File: config.mk
export PLATFORM = sky130hd
export DESIGN_NAME = md_issue_ctrl
export DESIGN_NICKNAME = d
export VERILOG_FILES = /design/src/rtl/md_issue_ctrl.sv
export SDC_FILE = /design/constraint.sdc
export NUM_CORES = 1
export LEC_CHECK = 0
export ABC_AREA = 1
export CORE_MARGIN = 3
export CORE_UTILIZATION = 48
export CTS_BUF_LIST = sky130_fd_sc_hd__clkbuf_8
export DETAILED_ROUTE_END_ITERATION = 10
export PLACE_DENSITY = 0.89
export SYNTH_ARGS = -nofsm -noshare
export SYNTH_HDL_FRONTEND = slang
export SYNTH_SLANG_ARGS = --single-unit
File: constraint.sdc
create_clock -name clk -period 2.5 [get_ports clk]
set_input_delay 0.5 -clock clk [delete_from_list [all_inputs] [get_ports clk]]
set_output_delay 0.5 -clock clk [all_outputs]
set_load 0.02 [all_outputs]
File: src/rtl/md_issue_ctrl.sv
// Issue-side shadow of the HI/LO multiply/divide unit: decodes D/E instructions,
// models the unit's busy window, stalls D on HI/LO hazards and checks the unit's handshake.
//   state | meaning
//   IDLE  | no operation in flight, unit free
//   MUL   | mult/multu in flight, remain counts down from MUL_LAT
//   DIV   | div/divu in flight, remain counts down from DIV_LAT
module md_issue_ctrl #(
    parameter int MUL_LAT = 5,
    parameter int DIV_LAT = 10,
    parameter int CNT_W   = 4
) (
    input  logic             clk,
    input  logic             reset,
    input  logic [31:0]      instr_D,
    input  logic [31:0]      instr_E,
    input  logic             req,
    input  logic             start,
    input  logic             busy,
    output logic             stall,
    output logic             pending,
    output logic [CNT_W-1:0] remain,
    output logic             proto_err,
    output logic [31:0]      stall_cnt
);

    typedef enum logic [1:0] {IDLE = 2'd0, MUL = 2'd1, DIV = 2'd2} state_t;

    state_t           state, state_nxt;
    logic [CNT_W-1:0] remain_nxt;
    logic             md_D, start_E, is_div_E;
    logic             unused_bits;

    function automatic logic is_special(input logic [31:0] instr);
        return instr[31:26] == 6'b000000;
    endfunction

    // mult/multu/div/divu share funct prefix 0110, mf/mt HI/LO share 0100
    always_comb begin
        md_D     = is_special(instr_D) &&
                   (instr_D[5:2] == 4'b0110 || instr_D[5:2] == 4'b0100);
        start_E  = is_special(instr_E) && (instr_E[5:2] == 4'b0110);
        is_div_E = start_E && instr_E[1];
    end

    assign unused_bits = ^{instr_D[25:6], instr_E[25:6]};

    always_ff @(posedge clk) begin
        if (reset) begin
            state     <= IDLE;
            remain    <= '0;
            proto_err <= 1'b0;
            stall_cnt <= '0;
        end else begin
            state     <= state_nxt;
            remain    <= remain_nxt;
            proto_err <= proto_err | (pending != busy) | (start != start_E);
            if (stall && stall_cnt != 32'hFFFF_FFFF)
                stall_cnt <= stall_cnt + 32'd1;
        end
    end

    // A flush freezes the unit, so the shadow freezes with it
    always_comb begin
        state_nxt  = state;
        remain_nxt = remain;
        if (!req) begin
            case (state)
                IDLE: begin
                    if (start_E) begin
                        state_nxt  = is_div_E ? DIV : MUL;
                        remain_nxt = is_div_E ? CNT_W'(DIV_LAT) : CNT_W'(MUL_LAT);
                    end
                end
                MUL, DIV: begin
                    remain_nxt = remain - 1'b1;
                    if (remain <= CNT_W'(1)) begin
                        state_nxt  = IDLE;
                        remain_nxt = '0;
                    end
                end
                default: begin
                    state_nxt  = IDLE;
                    remain_nxt = '0;
                end
            endcase
        end
    end

    always_comb begin
        pending = (state != IDLE);
        stall   = md_D & (start_E | pending);
    end

endmodule

==> summary.md <==
| Metric | Value |
|---|---|
| Global-route total usage across every layer | 0.2423 |
| WP data arrival | 1820 ps |
| Number of global-route vias before repair | 2,733 |
| Hold-critical path depth | 2 |
| Worst reg-to-reg path cell count | 9 |
| Maximum fanout along the worst path | 2 |
| N_diodes | 0 |
| Final estimated routing congestion in global placement | 0.8879 |
| Required time worst endpoint | 2000 ps |
| CTS tree | built |
| Flip-flop and latch count after synthesis | 39 |
| Deepest clock path buffer count | 2 |
| Area contributors post-synth | sky130_fd_sc_hd__dfxtp_1 30%, sky130_fd_sc_hd__nand2_1 27%, sky130_fd_sc_hd__nor2_1 9.0%, sky130_fd_sc_hd__a21oi_1 7.5%, sky130_fd_sc_hd__inv_1 5.2% |
| Power per unit of standard cell area | 354.8 nW/µm² |
| Starting density of the core | 0.5007 |
| Global-route wire length before repair | 12,210 µm |
| I/O pin cnt | 108 |
| Number of I/O port buffers | 63 |
| Worst min-delay path category | flip-flop to flip-flop |
| Number of clock sinks | 39 |
| HP Start | remain[0] |
| Mapped Area | 2590 µm² |
| Cell with the biggest individual delay on the critical path | sky130_fd_sc_hd__clkdlybuf4s50_1 |
| Clock insertion delay at the later pin of the skew report | 290 ps |
| CTS Root Cell | sky130_fd_sc_hd__clkbuf_8 |
| Mean post-synth cell area | 5.940 µm² |
| Via Count | 2,865 |
| VDD IR max | 247.5 µV |
| 1st-iter DRT viols | 148 |
| Fraction of registers with async set or reset after synthesis | 0 |
| Critical path, cell by cell | clkdlybuf4s50_1, or2_0, nor3_4, nand2_2, inv_1, dlygate4sd2_1 |
| Global route overflow | 0 |
| Number of antenna violations at the first check in global routing | 0 |
| Stage delay of the slowest cell on the critical path | 390 ps |
| Die height | 79.46 µm |
| Core area | 5172 µm² |
| Crit path kind | input pin to output pin |
| Reg2reg start | stall_cnt[1] |
| Post-synthesis cell type count | 22 |
| Die area | 6313 µm² |
| Endpoint of the worst-slack reg-to-reg timing path | stall_cnt[3] |
| Final Max Slew Viols | 0 |
| Cell taking the most area after synthesis | sky130_fd_sc_hd__dfxtp_1 |
| Synthesized instance count | 436 |
| Synthesized netlist net count | 510 |
| Number of max-capacitance violations reported | 0 |
| Deepest level of the CTS H-tree | 2 |
| Clock transition at the registers of the reported paths | 70 ps |
| Highest clock frequency the design can meet | 430.5 MHz |
| RSZ-0062 raised after global routing | false |
| Setup repair bufs after CTS | 0 |
| Most common cell in the netlist | sky130_fd_sc_hd__nand2_1 |
| Final number of hold-violating endpoints | 0 |
| Transition time of the tightest slew-check pin | 413.5 ps |
| Setup slack of the worst register-to-register path | 520 ps |
| Number of flops mapped to enable cells by yosys | 0 |
| Headroom to the max-slew limit | 0.7233 |
| Total half-perimeter wirelength after legalization and detailed placement | 5445 µm |
| TritonCTS buffer count | 5 |
| Most used standard cells in the synthesized netlist | 188 x sky130_fd_sc_hd__nand2_1, 62 x sky130_fd_sc_hd__nor2_1, 39 x sky130_fd_sc_hd__a21oi_1, 39 x sky130_fd_sc_hd__dfxtp_1, 36 x sky130_fd_sc_hd__inv_1 |
| Critical Path Start | instr_D[27] |
| Core occupancy in the finished layout | 0.6553 |
| Top flip-flop cell by instance count after synthesis | sky130_fd_sc_hd__dfxtp_1 |
| Synthesis Warnings | 0 |
| Endpoints failing setup | 0 |
| Total negative setup slack | 0 ps |
| Post-Route Skew | 4.752 ps |
| Final Net Count | 578 |
| Shortest period the worst path allows | 2323 ps |
| Wire length reported by the detailed router | 7090 µm |
| Largest net degree at the start of global routing | 39 |
| Kind of end point of the critical path | output pin |
| Routed WL per cell | 12.33 µm |
| Average vias per placed instance | 4.983 |
| Portion of the post-synthesis area used by sequential elements | 0.3014 |
| Final clock period utilization by the worst path | 0.9292 |
| Number of core rows | 26 |
| Leakage power figure | 1.227 nW |
| Terminating pin of the worst hold path | remain[0] |
| DRC violations left | 0 |
| Area added between synthesis and finish | 30.87% |
| Type of element launching the critical path | input pin |
| DR pass1 iterations | 4 |
| Remaining number of nets flagged by the antenna check after routing | 0 |
| Horizontal die dimension | 79.46 µm |
| Layout cells sized above 1 | 0.04950 |
| Run status | completed |
| Yosys top cell area share | 0.3014 |
## critical path, delay by kind of cell
kind          cells  cell delay, ps
buf+inv           3             770
simple gates      3             560
## where the power goes
part	leakage, nW	internal [W]	switching [W]
sequential	0.315	0.000630	0.00000745
clock	0.0505	0.000188	0.000215
combinational	0.862	0.0000797	0.0000824
## registers in the layout, indices dropped and copies added (netlist names)
| name | flops |
|---|---|
| remain | 4 |
| proto_err | 1 |
| state | 2 |
| stall_cnt | 32 |
## per-layer routing
metal  vias up  wire length (µm)  track usage
met1      1300              3244       0.3133
met5         -                 0            0
met4         0                80      0.07560
met2        74              3441       0.4149
met3         8               324      0.03386
li1       1483                 -            -
## placed cells by master, fill, tap and decap left out, types with 3 or more instances in the layout
cell                              count
sky130_fd_sc_hd__clkbuf_8             5
sky130_fd_sc_hd__nand3_1             22
sky130_fd_sc_hd__buf_4                7
sky130_fd_sc_hd__o21ai_0              4
sky130_fd_sc_hd__inv_1               38
sky130_fd_sc_hd__nor2_4               3
sky130_fd_sc_hd__nand2_2              4
sky130_fd_sc_hd__a21oi_1             39
sky130_fd_sc_hd__ha_1                 5
sky130_fd_sc_hd__nor2_1              62
sky130_fd_sc_hd__nand2_1            188
sky130_fd_sc_hd__xor2_1              10
sky130_fd_sc_hd__xnor2_1              7
sky130_fd_sc_hd__dfxtp_1             39
sky130_fd_sc_hd__clkdlybuf4s50_1     62
## cell type report
cell class	instances	area, µm²
clock buffers	5	68.82
clock inverters	3	12.51
fillers	464	1783
inverters	36	135.1
multi-input cells	351	1603
flip-flops and latches	39	780.7
well taps	70	87.58
repair buffers	71	701.9
## logic make-up after synthesis
logic type | Yosys count | share of synthesized area
AOI/OAI and AO/OA | 45 | 0.08889
buffers and inverters | 46 | 0.07971
and+or+nand+nor | 284 | 0.4483
adders and majority gates | 5 | 0.02415
xor gates and xnor gates | 17 | 0.05749
DFF | 39 | 0.3014
## metrics by stage
stage / hold slack [ps] / instances / power, W / instance area [µm²] / worst slack, ps
4_1_cts: 516.0 / 575 / 0.001211 / 3390 / 166.0
3_5_place_dp: 502.4 / 567 / 0.0008135 / 3309 / -102.0
2_1_floorplan: 518.3 / 436 / 0.0007328 / 2590 / 654.8
5_1_grt: 540.2 / 575 / 0.001250 / 3390 / 78.17
3_3_place_gp: 493.8 / 567 / 0.0008053 / 3309 / -92.10
6_report: 509.3 / 575 / 0.001202 / 3390 / 177.1
## worst max-delay path by stage
stage | end | cells past startpoint | slack [ps]
after floorplan | stall_cnt[0] | 11 | 650
after global placement | stall | 6 | -90
after detailed placement | stall | 6 | -100
after CTS | stall | 6 | 170
after global routing | stall | 6 | 80
final | stall | 6 | 180
## what timing repair did
action / 4_1_cts / 5_1_grt
setup endpoints to repair: 1 / 0
hold buffers: 0 / 0
gates resized for setup: 1 / 0
hold endpoints to repair: 0 / 0
Power figures use the tool's default switching activity.
